**config.mk**
```make
export PLATFORM = sky130hd
export DESIGN_NAME = exec_unit
export DESIGN_NICKNAME = d
export VERILOG_FILES = /design/src/rtl/exec_pkg.sv /design/src/rtl/exec_iter.sv /design/src/rtl/exec_unit.sv
export SDC_FILE = /design/constraint.sdc
export NUM_CORES = 1
export LEC_CHECK = 0
export BUFFER_PORTS_ARGS = -buffer_cell sky130_fd_sc_hd__buf_2
export CAP_MARGIN = 30
export CORE_ASPECT_RATIO = 1.5
export CORE_MARGIN = 10
export CORE_UTILIZATION = 60
export CTS_BUF_LIST = sky130_fd_sc_hd__clkbuf_4 sky130_fd_sc_hd__clkbuf_8
export DETAILED_ROUTE_END_ITERATION = 8
export GPL_TIMING_DRIVEN = 0
export HOLD_SLACK_MARGIN = 0.12
export PLACE_DENSITY = 0.78
export SLEW_MARGIN = 25
export SYNTH_ARGS = -nofsm -noshare
export SYNTH_HDL_FRONTEND = slang
export SYNTH_SLANG_ARGS = --single-unit
```
**constraint.sdc**
```tcl
create_clock -name clk -period 2.8 [get_ports clk]
set_clock_uncertainty 0.05 [all_clocks]
set_input_delay 0.14 -clock clk [delete_from_list [all_inputs] [get_ports clk]]
set_output_delay 0.14 -clock clk [all_outputs]
set_load 0.05 [all_outputs]
```
**src/rtl/exec_pkg.sv**
```systemverilog
// rtl/exec_pkg.sv - shared types and constants for the execute/write-back stage
package exec_pkg;

    localparam int W_DEF      = 8;
    localparam int MUL_CYCLES = W_DEF;

    typedef enum logic [2:0] {
        OP_ADD  = 3'd0,
        OP_SUB  = 3'd1,
        OP_AND  = 3'd2,
        OP_XOR  = 3'd3,
        OP_SHL  = 3'd4,
        OP_SHR  = 3'd5,
        OP_MUL  = 3'd6,
        OP_PASS = 3'd7
    } op_t;

    typedef enum logic [1:0] {
        ST_IDLE = 2'd0,
        ST_RUN  = 2'd1,
        ST_DONE = 2'd2
    } state_t;

endpackage

```
**src/rtl/exec_iter.sv**
```systemverilog
// rtl/exec_iter.sv - iteration registers for one-bit-per-cycle shifts and shift-add multiply
module exec_iter
    import exec_pkg::*;
#(
    parameter int W = W_DEF
) (
    input  logic         clk,
    input  logic         reset,
    input  logic         load,
    input  logic         step,
    input  op_t          op,
    input  logic [W-1:0] a,
    input  logic [W-1:0] b,
    output logic         last,
    output logic [W-1:0] res,
    output logic         cf
);

    localparam int CW = $clog2(W + 1);

    op_t           mode_q;
    logic [W-1:0]  mcand_q;
    logic [W-1:0]  mq_q;
    logic [2*W-1:0] acc_q;
    logic [CW-1:0] cnt_q;

    logic [2*W-1:0] acc_d;
    logic [W:0]     sum_d;
    logic           cy_d;

    // Shifts work in the low half of the accumulator; multiply adds into the
    // high half and shifts the whole product right each step.
    always_comb begin
        acc_d = acc_q;
        sum_d = '0;
        cy_d  = 1'b0;
        case (mode_q)
            OP_SHL: begin
                cy_d  = acc_q[W-1];
                acc_d = {acc_q[2*W-1:W], acc_q[W-2:0], 1'b0};
            end
            OP_SHR: begin
                cy_d  = acc_q[0];
                acc_d = {acc_q[2*W-1:W], 1'b0, acc_q[W-1:1]};
            end
            default: begin
                sum_d = {1'b0, acc_q[2*W-1:W]} + (mq_q[0] ? {1'b0, mcand_q} : '0);
                acc_d = {sum_d, acc_q[W-1:1]};
                cy_d  = |acc_d[2*W-1:W];
            end
        endcase
    end

    assign last = (cnt_q == CW'(1));
    assign res  = acc_d[W-1:0];
    assign cf   = cy_d;

    always_ff @(posedge clk) begin
        if (reset) begin
            mode_q  <= OP_ADD;
            mcand_q <= '0;
            mq_q    <= '0;
            acc_q   <= '0;
            cnt_q   <= '0;
        end else if (load) begin
            mode_q  <= op;
            mcand_q <= a;
            mq_q    <= b;
            acc_q   <= (op == OP_MUL) ? '0 : {{W{1'b0}}, a};
            cnt_q   <= (op == OP_MUL) ? CW'(W) : CW'(b[2:0]);
        end else if (step) begin
            acc_q <= acc_d;
            mq_q  <= mq_q >> 1;
            cnt_q <= cnt_q - CW'(1);
        end
    end

endmodule

```
**src/rtl/exec_unit.sv**
```systemverilog
// rtl/exec_unit.sv - execute/write-back stage driving the register file write port
module exec_unit
    import exec_pkg::*;
#(
    parameter int W  = W_DEF,
    parameter int PW = 3
) (
    input  logic          clk,
    input  logic          reset,
    input  logic          start,
    input  op_t           op,
    input  logic [W-1:0]  a,
    input  logic [W-1:0]  b,
    input  logic [PW:0]   dst,
    output logic          busy,
    output logic          wr_en,
    output logic [PW:0]   wr_addr,
    output logic [W-1:0]  wr_data,
    output logic          zf,
    output logic          cf
);

    state_t        state_q, state_d;
    logic [PW:0]   dst_q, dst_d;
    logic [PW:0]   wr_addr_q, wr_addr_d;
    logic [W-1:0]  wr_data_q, wr_data_d;
    logic          zf_q, zf_d;
    logic          cf_q, cf_d;

    logic          it_load, it_step, it_last, it_cf;
    logic [W-1:0]  it_res;

    logic [W:0]    sum_w;
    logic [W-1:0]  alu_res;
    logic          alu_cf;
    logic          needs_run;

    exec_iter #(.W(W)) u_iter (
        .clk   (clk),
        .reset (reset),
        .load  (it_load),
        .step  (it_step),
        .op    (op),
        .a     (a),
        .b     (b),
        .last  (it_last),
        .res   (it_res),
        .cf    (it_cf)
    );

    always_comb begin
        sum_w   = '0;
        alu_res = a;
        alu_cf  = 1'b0;
        case (op)
            OP_ADD: begin
                sum_w   = {1'b0, a} + {1'b0, b};
                alu_res = sum_w[W-1:0];
                alu_cf  = sum_w[W];
            end
            OP_SUB: begin
                sum_w   = {1'b0, a} + {1'b0, ~b} + (W+1)'(1);
                alu_res = sum_w[W-1:0];
                alu_cf  = sum_w[W];
            end
            OP_AND:  alu_res = a & b;
            OP_XOR:  alu_res = a ^ b;
            OP_PASS: alu_res = b;
            default: alu_res = a;
        endcase
    end

    assign needs_run = (op == OP_MUL) ||
                       (((op == OP_SHL) || (op == OP_SHR)) && (b[2:0] != 3'd0));

    always_comb begin
        state_d   = state_q;
        dst_d     = dst_q;
        wr_addr_d = wr_addr_q;
        wr_data_d = wr_data_q;
        zf_d      = zf_q;
        cf_d      = cf_q;
        it_load   = 1'b0;
        it_step   = 1'b0;
        case (state_q)
            ST_IDLE: begin
                if (start) begin
                    it_load = 1'b1;
                    dst_d   = dst;
                    if (needs_run) begin
                        state_d = ST_RUN;
                    end else begin
                        state_d   = ST_DONE;
                        wr_addr_d = dst;
                        wr_data_d = alu_res;
                        zf_d      = (alu_res == '0);
                        cf_d      = alu_cf;
                    end
                end
            end
            ST_RUN: begin
                it_step = 1'b1;
                if (it_last) begin
                    state_d   = ST_DONE;
                    wr_addr_d = dst_q;
                    wr_data_d = it_res;
                    zf_d      = (it_res == '0);
                    cf_d      = it_cf;
                end
            end
            default: state_d = ST_IDLE;
        endcase
    end

    always_ff @(posedge clk) begin
        if (reset) begin
            state_q   <= ST_IDLE;
            dst_q     <= '0;
            wr_addr_q <= '0;
            wr_data_q <= '0;
            zf_q      <= 1'b0;
            cf_q      <= 1'b0;
        end else begin
            state_q   <= state_d;
            dst_q     <= dst_d;
            wr_addr_q <= wr_addr_d;
            wr_data_q <= wr_data_d;
            zf_q      <= zf_d;
            cf_q      <= cf_d;
        end
    end

    assign busy    = (state_q != ST_IDLE);
    assign wr_en   = (state_q == ST_DONE);
    assign wr_addr = wr_addr_q;
    assign wr_data = wr_data_q;
    assign zf      = zf_q;
    assign cf      = cf_q;

endmodule

```
Word-level counts from Yosys, hierarchy flattened
Cells that the tools add are included.
{"block": "word_totals", "input_bits": 26, "wordCells": 89, "register_bits": 59}
{"block": "classes", "muxes": 36, "n_bitwise": 3, "addsub": 5, "n_reduce_logical": 16, "eq_ne": 17}
{"cell": "8-bit 2-to-1 mux", "n": 7}
{"cell": "8-bit one-hot mux with 5 select lines", "n": 1}
{"cell": "16-bit 2-to-1 mux", "n": 2}
{"cell": "16-bit one-hot mux with 2 select lines", "n": 1}
{"cell": "4-bit 2-to-1 mux", "n": 6}
{"cell": "8-bit by 8-bit adder with 9-bit output", "n": 2}
{"cell": "3-bit equality test (second input constant)", "n": 6}
{"cell": "8-bit zero test", "n": 2}
{"cell": "8-bit one-hot mux with 2 select lines", "n": 1}
{"cell": "2-bit != test (second input constant)", "n": 5}
{"cell": "8-bit by 9-bit adder with 9-bit output", "n": 1}
{"cell": "9-bit by 1-bit adder with 9-bit output (second input constant)", "n": 1}
{"cell": "1-bit 2-to-1 mux", "n": 9}
{"cell": "8-bit AND", "n": 1}
{"cell": "8-bit inverter", "n": 1}
{"cell": "1-bit one-hot mux with 2 select lines", "n": 4}
{"cell": "4-bit one-hot mux with 2 select lines", "n": 1}
{"cell": "8-bit OR reduction", "n": 1}
{"cell": "8-bit bitwise XOR", "n": 1}
{"cell": "3-bit by 2-bit equality test with 1-bit output (second input constant)", "n": 2}
{"cell": "2-bit 2-to-1 mux", "n": 3}
{"cell": "2-bit nonzero test", "n": 3}
{"cell": "4-bit by 1-bit equality test with 1-bit output (second input constant)", "n": 1}
{"cell": "2-bit one-hot mux with 2 select lines", "n": 1}
{"cell": "other kinds (12)", "n": 14}

Logic depth before layout (Yosys ltp)
Gate-level depths: netlist of run 1.
{"block": "logic_depth", "word_depth": 8, "depth_mapped": 11, "ltp_nobuf": 11}

By module
Synthesis of run 1 repeated with hierarchy kept, for this count alone.
{"block": "hier_totals", "hier_cells": 543, "area_unflattened_um2": 4284.1}
{"mod": "exec_iter", "n_inst": 1, "area_each_um2": 2174.6, "cells_each": 253}
{"mod": "exec_unit", "n_inst": 1, "area_each_um2": 2109.5, "cells_each": 290}

Worst setup path before layout of run 1
No wires, ideal clock.
{"block": "synth_path", "kind": "register -> register", "startpoint": "register u_iter.mq_q[0]", "endpoint": "register cf_q, in the netlist cf", "synth_period_minus_slack_ps": 2469, "setup_slack_ps": 331, "required_time_ps": 2608, "setup_ps": 142, "stages_incl_launch_ff": 12, "arrival_time_ps": 2277, "path_buffers": 0, "cell_sequence": "dfxtp_1 -> and2_1 -> ha_1 -> inv_1 -> fa_1 -> nand2b_1 -> a21oi_1 -> o21ai_0 -> and3_1 -> or3_1 -> o31ai_1 -> a311oi_1"}
{"block": "synth_via", "elab_chain_cells": 6}
{"item": "start, declared", "line_no": "exec_iter.sv:23", "source": "logic [W-1:0] mq_q;"}
{"item": "start signal, assigned", "line_no": "exec_iter.sv:73", "source": "mq_q <= mq_q >> 1;"}
{"item": "8-bit 2-to-1 mux", "line_no": "exec_iter.sv:47", "source": "sum_d = {1'b0, acc_q[2*W-1:W]} + (mq_q[0] ? {1'b0, mcand_q} : '0);"}
{"item": "8-bit by 9-bit adder with 9-bit output", "line_no": "exec_iter.sv:47"}
{"item": "8-bit OR reduction", "line_no": "exec_iter.sv:49", "source": "cy_d = |acc_d[2*W-1:W];"}
{"item": "1-bit one-hot mux with 2 select lines", "line_no": "exec_iter.sv:37", "source": "case (mode_q)"}
{"item": "1-bit 2-to-1 mux", "line_no": "exec_unit.sv:103", "source": "if (it_last) begin"}
{"item": "1-bit one-hot mux with 2 select lines", "line_no": "exec_unit.sv:85", "source": "case (state_q)"}
{"item": "end signal, assigned", "line_no": "exec_unit.sv:122", "source": "cf_q <= 1'b0;"}
{"item": "end signal, assigned", "line_no": "exec_unit.sv:129", "source": "cf_q <= cf_d;"}
{"item": "end, declared", "line_no": "exec_unit.sv:28", "source": "logic cf_q, cf_d;"}
Every way passes these cells. The select of a mux whose other input is x is not followed.
A chain may end at the register's enable or synchronous reset.

Worst setup path after layout of run 1
Same ends and word-level chain as after synthesis.

==> out/results.ini, run 1 <==
[floorplanning]
rows=36
chipHeight_um=120.5
dieArea_um2=10490
core-area_um2=6531
io-pin-count=42
die_w_um=87.02
start_util_pct=61.90

[route]
vias_per_cell=6.350
wl_per_cell_um=18.93
drc=0
first_pass_iters=6
routed_wl_um=13100
drtIter0Drc=521
vias=4394
drtAntennaViolNets=0

[pwr]
power_density_nw_per_um2=551.0
power_frac_comb_pct=25.8
vdd_drop_max_mv=0.4193
internal_power_mw=1.813
sw_frac_of_total_pct=32.08
p_clk_share_pct=39.0
p_leak_nw=2.003
netSwitchingPower_mw=0.8563
pwr-share-seq_pct=35.2

[synthesis]
synth_edf_count=0
synth.top_cell.area_share_pct=29.22
yosysMostFrequentCell=nand2_1
synthSimpleGateAreaFrac_pct=24.26
netlist_area_um2=4043
synth_top_family_by_area=compound AO/OA/AOI/OAI gates
synth.area.mux_share_pct=2.259
synth_xor_area_share_pct=1.517
synth_ff_type=dfxtp_1
ys_async_sr_fraction_pct=0
yosys_register_bits=59
yosysTopAreaCell=dfxtp_1
syn-num-nets=599
seq_area_frac_synth_pct=29.22
synthTopCellsByArea=dfxtp_1 29%, ha_1 8.4%, a21oi_1 7.6%
synth-adder-area-share_pct=9.842
synthTopCellsByCount=74 x nand2_1, 61 x a21oi_1, 59 x dfxtp_1
yosys_warnings=0
synth_compound_area_share_pct=27.17
syn_inst=543
yosysUniqueCellTypes=64
avgSynthCellArea_um2=7.445

[timing]
max_freq_ghz=0.3755
fin_ws_ns=0.1369
fin_crit_sh_pct=95.11
slew_violations=0
worstMarginPinSlew_ns=0.6790
maxSlewHeadroom_pct=54.74
setup_viol=0
tns_ns=0
hold_viol_final=0
fin_crit_ns=2.663

[global_route]
grt.total_usage_pct=24.71
grt_first_pass_wirelength_um=20780
grt_max_degree=12
overflow=0
grtUsageMet3_pct=4.167
grt_use_met1_pct=25.48
globalRoute.busiestLayer=met2
antenna_found_initial=0
met2_usage_pct=43.57
grt_pass1_vias=4338

[cells_and_area]
fillers=541
area_growth_pct=19.81
drive_above_1_share_pct=13.80
nNetsFinal=667
antenna-diode-count=0

[critical_path]
crit_arrival_ns=2.83
cp_max_fo=4
worstPathRequired_ns=2.97
start_kind=flip-flop
criticalPathCategory=reg2reg
cp-end-kind=flip-flop

[clocking]
clockBufferDepth=2
clkTransAtPathRegs_ns=0.07
cts_tree=yes
clock_latency_ns=0.35
cts-root-buf=clkbuf_8
cts_sinks=59
cts_made_buffers=9
htreeDepth=3

[status]
status=finished clean

[hold_path]
hp-class=in2reg

[place]
port_buffers=39
dpl.hpwl_um=9554
place_ws_ns=-0.1745
gp_congestion=0.9219

[flow_run]
drv_cap=0

==> per-stage QoR <==
step	hold WS (ns)	utilization [%]	instance area, um^2	power, mW	instances
2_1_floorplan	0.2260	-	4043	1.403	543
3_3_place_gp	0.3457	66.34	4333	1.579	658
3_5_place_dp	0.3500	66.34	4333	1.592	658
4_1_cts	0.1272	73.26	4785	2.641	692
5_1_grt	0.1539	74.16	4843	2.774	692
6_report	0.1321	74.16	4843	2.669	692
==> layout by cell type (no fill, tap or decap), types with 3 or more instances in the layout <==
cell type / count
inv_1: 24
o22ai_1: 4
nand2b_1: 9
a22oi_1: 15
or3_1: 5
a31oi_1: 4
o21a_1: 3
o211ai_1: 8
nor3_1: 11
buf_1: 3
bufinv_16: 4
clkbuf_1: 27
and3_1: 4
nand2_1: 74
xnor2_1: 4
nor2b_1: 7
nand3_1: 7
nor4_1: 7
a21oi_1: 60
clkbuf_8: 9
a211oi_1: 6
nor2_2: 3
nor2_1: 57
o21ai_0: 24
a21o_1: 3
buf_2: 43
dfxtp_1: 58
ha_1: 25
xor2_1: 3
a311oi_1: 8
a221oi_1: 3
mux2i_1: 8
dlygate4sd3_1: 18
and2_1: 8
==> worst max-delay path, cell delays in order (launching register included) <==
cell and delay, ns:
dfxtp_4 0.35, and2_1 0.14, ha_2 0.19, inv_1 0.06, fa_2 0.35, nand2b_1 0.18
a21oi_2 0.17, o21ai_2 0.08, and3_1 0.20, or3_1 0.36, o31ai_2 0.28, a311oi_1 0.12
==> registers in the layout (all words and copies together) (netlist names), 3 cells and up <==
name            flops
u_iter.acc_q       16
u_iter.mcand_q      8
wr_data             8
wr_addr             4
u_iter.mode_q       3
dst_q               4
u_iter.cnt_q        4
u_iter.mq_q         8
==> worst paths after layout <==
path | from | to | slack, ns | cells after the start
max | u_iter.mq_q[0] | cf | 0.14 | 11
min | b[4] | u_iter.mq_q[4] | 0.13 | 3
max reg2reg | u_iter.mq_q[0] | cf | 0.14 | 11
min reg2reg | u_iter.mcand_q[6] | u_iter.mcand_q[6] | 0.40 | 2
==> routing by layer <==
layer | wire length [um] | vias up | share of wire (%)
li1 | - | 2074 | -
met1 | 4879 | 2049 | 37
met2 | 6829 | 207 | 52
met3 | 776 | 64 | 5.9
met4 | 616 | 0 | 4.7
met5 | 0 | - | 0
==> logic make-up after synthesis <==
family,after synthesis
AND/OR/NAND/NOR,209
XOR/XNOR,7
AO/OA/AOI/OAI,169
adder cells (fa/ha/maj),30
multiplexers,9
buffers and inverters,60
flip-flops,59
==> power groups by stage <==
stage / logic (mW) / registers, mW / clock network, mW
2_1_floorplan: 0.387 / 1.02 / 0
3_3_place_gp: 0.623 / 0.956 / 0
3_5_place_dp: 0.634 / 0.958 / 0
4_1_cts: 0.658 / 0.940 / 1.04
5_1_grt: 0.745 / 0.946 / 1.08
6_report: 0.687 / 0.941 / 1.04
==> area by class of cell <==
cell class | count | area, um^2 | area share (%)
clock buffers | 9 | 123.9 | 2.557
multi-input cells | 424 | 2688 | 55.49
repair buffers | 58 | 385.4 | 7.957
flip-flops and latches | 59 | 1185 | 24.46
inverters | 24 | 90.09 | 1.860
clock inverters | 7 | 138.9 | 2.867
plain buffers | 35 | 137.6 | 2.842
well taps | 76 | 95.09 | 1.963
==> timing repair <==
| item | 4_1_cts | 5_1_grt |
|---|---|---|
| pin swaps | 0 | 3 |
| resized for setup | 4 | 15 |
| hold buffers | 18 | 0 |
| hold endpoints to repair | 27 | 0 |
| cloned | 0 | 0 |
| endpoints found under the setup margin | 1 | 3 |
| setup buffers | 0 | 1 |
No activity file was read; power rests on OpenSTA's default activity.
==> run 2: changes to the inputs <==
Clock period 2.8 ns to 3.4 ns, I/O delays scaled along.
==> out/results.ini, run 2 (synthesized netlist as in run 1, its figures left out) <==
[critical_path]
cp_max_fo=9  ; was 4
start_kind=flip-flop  ; unchanged
crit_arrival_ns=3.19  ; was 2.83 ns
worstPathRequired_ns=3.56  ; was 2.97 ns
cp-end-kind=flip-flop  ; unchanged
criticalPathCategory=reg2reg  ; unchanged
r2r_slack_ns=0.38  ; was 0.14 ns

[floorplanning]
io-pin-count=42  ; unchanged
dieArea_um2=10490  ; unchanged
die_w_um=87.02  ; unchanged
core-area_um2=6531  ; unchanged
start_util_pct=61.90  ; unchanged
rows=36  ; unchanged
chipHeight_um=120.5  ; unchanged

[timing]
max_freq_ghz=0.3308  ; was 0.3755 GHz
worstMarginPinSlew_ns=0.6697  ; was 0.6790 ns
maxSlewHeadroom_pct=55.35  ; was 54.74%
tns_ns=0  ; unchanged
fin_crit_ns=3.023  ; was 2.663 ns
rsz0062_at_grt=no
fin_crit_sh_pct=88.90  ; was 95.11%
setup_viol=0  ; unchanged
fin_ws_ns=0.3773  ; was 0.1369 ns
hold_viol_final=0  ; unchanged
slew_violations=0  ; unchanged

[global_route]
grt_pass1_vias=4311  ; was 4338
grt_max_degree=12  ; unchanged
grt.total_usage_pct=24.60  ; was 24.71%
grt_first_pass_wirelength_um=20690  ; was 20780 um
antenna_found_initial=0  ; unchanged
overflow=0  ; unchanged

[clocking]
cts_resized=0  ; was 4
cts_tree=yes  ; unchanged
clock_latency_ns=0.35  ; about the same
clkTransAtPathRegs_ns=0.07  ; about the same
cts_made_buffers=9  ; unchanged
htreeDepth=3  ; unchanged
clockBufferDepth=2  ; unchanged
cts-root-buf=clkbuf_8  ; unchanged
cts_sinks=59  ; unchanged

[pwr]
internal_power_mw=1.483  ; was 1.813 mW
power_frac_comb_pct=25.1  ; was 25.8%
sw_frac_of_total_pct=32.14  ; was 32.08%
p_leak_nw=1.969  ; was 2.003 nW
netSwitchingPower_mw=0.7023  ; was 0.8563 mW
p_clk_share_pct=39.4  ; was 39.0%
pwr-share-seq_pct=35.5  ; was 35.2%
vdd_drop_max_mv=0.3360  ; was 0.4193 mV
power_density_nw_per_um2=463.4  ; was 551.0 nW/um^2

[route]
vias_per_cell=6.354  ; was 6.350
routed_wl_um=12860  ; was 13100 um
vias=4359  ; was 4394
drtAntennaViolNets=0  ; unchanged
wl_per_cell_um=18.75  ; was 18.93 um
drtIter0Drc=505  ; was 521
first_pass_iters=5  ; was 6
drc=0  ; unchanged

[place]
port_buffers=39  ; unchanged
gp_congestion=0.9219  ; unchanged
place_ws_ns=0.4255  ; was -0.1745 ns
place_area_um2=4333  ; unchanged
dpl.hpwl_um=9554  ; unchanged
placed_cells=658  ; unchanged

[hold_path]
hp-class=in2reg  ; unchanged

[cells_and_area]
area_growth_pct=16.65  ; was 19.81%
nNetsFinal=661  ; was 667
final_cell_mix=74 x nand2_1, 61 x a21oi_1, 59 x dfxtp_1  ; was 74 x nand2_1, 60 x a21oi_1, 58 x dfxtp_1
fillers=556  ; was 541
largest_reg_flops=16  ; unchanged
design_area_um2=4716  ; was 4843 um^2
layout_commonest_cell=nand2_1  ; unchanged
ff_latch_area_um2=1181  ; was 1185 um^2
multiInputGateArea_um2=2630  ; was 2688 um^2
regMostFlops=u_iter.acc_q  ; unchanged
drive_above_1_share_pct=11.31  ; was 13.80%
final_cells=686  ; was 692
antenna-diode-count=0  ; unchanged
final_core_util_pct=72.20  ; was 74.16%

[flow_run]
drv_cap=0  ; unchanged

[status]
status=finished clean  ; unchanged

-- run 2: through the flow --
step | total power [mW] | hold WS [ns]
floorplan | 1.155 | 0.2560
global placement | 1.301 | 0.3757
detailed placement | 1.311 | 0.3800
CTS | 2.170 | 0.1221
global route | 2.269 | 0.1412
finish | 2.185 | 0.1281
-- run 2: layout make-up --
class / count / share of cell area [%]
timing repair buffer: 51 / 6.686
tap: 76 / 2.016
clock buffer: 9 / 2.627
inverter: 24 / 1.910
sequential: 59 / 25.05
buffer: 36 / 2.998
multi-input combinational: 424 / 55.77
clock inverter: 7 / 2.945
-- run 2: layer usage --
layer  track usage (%)  share of wire [%]  vias up  wire (um)
li1                  -                  -     2064          -
met3             4.099                6.6       55        846
met4             16.36                4.4        0        561
met5                 0                  0        -          0
met1             25.78                 37     2018       4740
met2             43.24                 52      222       6716
-- run 2: final timing paths --
| check | from | to | depth (start not counted) |
|---|---|---|---|
| setup / recovery | u_iter.mq_q[0] | cf | 11 |
| setup reg to reg | u_iter.mq_q[0] | cf | 11 |
| hold / removal | reset | u_iter.acc_q[8] | 2 |
| hold reg to reg | u_iter.mcand_q[6] | u_iter.mcand_q[6] | 2 |
-- run 2: timing repair --
item / in CTS / in global routing
hold buffers: 12 / 0
setup buffers: 0 / 0
hold endpoints to repair: 21 / 0
-- run 2: critical path, cell delays in order, from the launching register on --
cell and delay [ns]:
dfxtp_1 0.48, and2_1 0.19, ha_1 0.18, inv_1 0.07, fa_1 0.41, nand2b_1 0.18
a21oi_1 0.17, o21ai_0 0.15, and3_1 0.23, or3_1 0.34, o31ai_1 0.30, a311oi_1 0.14
-- run 2: power groups by stage --
stage,logic (mW),clock network (mW),registers [mW]
global placement,0.513,0,0.788
detailed placement,0.522,0,0.789
CTS,0.536,0.859,0.774
floorplan,0.318,0,0.837
global route,0.595,0.894,0.780
finish,0.548,0.862,0.775
==> run 3: changes to the inputs <==
Settings changed: CTS_BUF_LIST sky130_fd_sc_hd__clkbuf_4 sky130_fd_sc_hd__clkbuf_8 to sky130_fd_sc_hd__clkbuf_4.
==> out/results.ini, run 3 (synthesized netlist as in run 1, its figures left out) <==
[status]
status=finished clean  ; unchanged

[cells_and_area]
fillers=540  ; was 556
area_growth_pct=17.55  ; was 16.65%
drive_above_1_share_pct=11.15  ; was 11.31%
layout_commonest_cell=nand2_1  ; unchanged
regMostFlops=u_iter.acc_q  ; unchanged
multiInputGateArea_um2=2630  ; unchanged
nNetsFinal=670  ; was 661
final_cell_mix=74 x nand2_1, 61 x a21oi_1, 59 x dfxtp_1  ; unchanged
largest_reg_flops=16  ; unchanged
ff_latch_area_um2=1181  ; unchanged
design_area_um2=4752  ; was 4716 um^2

[route]
vias=4373  ; was 4359
drtAntennaViolNets=0  ; unchanged
first_pass_iters=6  ; was 5
routed_wl_um=12900  ; was 12860 um
drtIter0Drc=481  ; was 505
vias_per_cell=6.283  ; was 6.354
wl_per_cell_um=18.53  ; was 18.75 um
drc=0  ; unchanged

[pwr]
vdd_drop_max_mv=0.3425  ; was 0.3360 mV
pwr-share-seq_pct=37.7  ; was 35.5%
total_power_mw=2.057  ; was 2.185 mW
power_frac_comb_pct=27.1  ; was 25.1%
sw_frac_of_total_pct=33.19  ; was 32.14%
p_leak_nw=1.984  ; was 1.969 nW
p_clk_share_pct=35.3  ; was 39.4%
power_density_nw_per_um2=432.9  ; was 463.4 nW/um^2
netSwitchingPower_mw=0.6827  ; was 0.7023 mW
internal_power_mw=1.375  ; was 1.483 mW

[global_route]
grt_pass1_vias=4311  ; unchanged
grt_use_met1_pct=25.34  ; was 25.78%
overflow=0  ; unchanged
met2_usage_pct=43.43  ; was 43.24%
grtUsageMet3_pct=5.376  ; was 4.099%
globalRoute.busiestLayer=met2  ; unchanged
grt.total_usage_pct=24.75  ; was 24.60%
grt_first_pass_wirelength_um=20690  ; unchanged
grt_max_degree=12  ; unchanged
antenna_found_initial=1  ; was 0

[critical_path]
cp_max_fo=9  ; unchanged
criticalPathCategory=reg2reg  ; unchanged
worstPathRequired_ns=3.65  ; was 3.56 ns
crit_arrival_ns=3.23  ; was 3.19 ns
cp-end-kind=flip-flop  ; unchanged
start_kind=flip-flop  ; unchanged

[hold_path]
hp-class=in2reg  ; unchanged

[timing]
hold_viol_final=0  ; unchanged
fin_crit_sh_pct=87.63  ; was 88.90%
rsz0062_at_grt=no  ; unchanged
fin_ws_ns=0.4204  ; was 0.3773 ns
fin_crit_ns=2.980  ; was 3.023 ns
tns_ns=0  ; unchanged
worstMarginPinSlew_ns=0.6501  ; was 0.6697 ns
setup_viol=0  ; unchanged
maxSlewHeadroom_pct=56.66  ; was 55.35%
holdWs_ns=0.2381  ; was 0.1281 ns
max_freq_ghz=0.3356  ; was 0.3308 GHz
slew_violations=0  ; unchanged

[clocking]
cts_sinks=59  ; unchanged
cts_made_buffers=9  ; unchanged
cts_tree=yes  ; unchanged
htreeDepth=3  ; unchanged
clockBufferDepth=2  ; unchanged
cts_resized=0  ; unchanged
clkTransAtPathRegs_ns=0.11  ; was 0.07 ns
cts-root-buf=clkbuf_4  ; was clkbuf_8
postCtsSetupRepairBufs=0  ; unchanged
clock_latency_ns=0.43  ; was 0.35 ns

[floorplanning]
chipHeight_um=120.5  ; unchanged
core-area_um2=6531  ; unchanged
io-pin-count=42  ; unchanged
dieArea_um2=10490  ; unchanged
rows=36  ; unchanged
start_util_pct=61.90  ; unchanged
die_w_um=87.02  ; unchanged

[place]
port_buffers=39  ; unchanged
place_ws_ns=0.4255  ; unchanged
place_area_um2=4333  ; unchanged
dpl.hpwl_um=9554  ; unchanged
gp_congestion=0.9219  ; unchanged

[flow_run]
drv_cap=0  ; unchanged

[run 3: worst max-delay path, cell delays in order, from the launching register on]
cell,delay (ns)
dfxtp_1,0.49
and2_1,0.19
ha_1,0.17
inv_1,0.06
fa_1,0.40
nand2b_1,0.18
a21oi_1,0.17
o21ai_0,0.16
and3_1,0.23
or3_1,0.34
o31ai_1,0.29
a311oi_1,0.13
[run 3: worst paths after layout]
path              slack (ns)                end  depth (start not counted)               from
setup / recovery        0.42                 cf                         11     u_iter.mq_q[0]
hold / removal          0.24         state_q[0]                          5              op[1]
setup reg to reg        0.42                 cf                         11     u_iter.mq_q[0]
hold reg to reg         0.41  u_iter.mcand_q[4]                          2  u_iter.mcand_q[4]
[run 3: final cells by class]
cell class / instances / area share, %
Multi-Input combinational cell: 424 / 55.34
Sequential cell: 59 / 24.86
Timing Repair Buffer: 60 / 8.531
Buffer: 36 / 2.975
Clock inverter: 7 / 2.923
Tap cell: 76 / 2.001
Inverter: 24 / 1.896
Clock buffer: 9 / 1.422
Antenna cell: 1 / 0.05266
[run 3: what timing repair did]
action	CTS	global route
hold buffers	21	0
endpoints found under the setup margin	0	0
endpoints found under the hold margin	34	0
[run 3: per-layer routing]
layer	wire length, um	up-vias
met5	0	-
met1	4808	2042
li1	-	2088
met2	6722	187
met4	666	0
met3	702	56
[run 3: metrics by stage]
step / util (%) / std cells
4_1_cts: 72.72 / 695
6_report: 72.76 / 696
3_5_place_dp: 66.34 / 658
2_1_floorplan: - / 543
5_1_grt: 72.76 / 696
3_3_place_gp: 66.34 / 658
[run 3: power groups by stage]
stage / clock network, mW / registers [mW] / logic [mW]
after global routing: 0.764 / 0.780 / 0.604
after CTS: 0.728 / 0.774 / 0.544
final: 0.725 / 0.775 / 0.557
after detailed placement: 0 / 0.789 / 0.522
after floorplan: 0 / 0.837 / 0.318
after global placement: 0 / 0.788 / 0.513
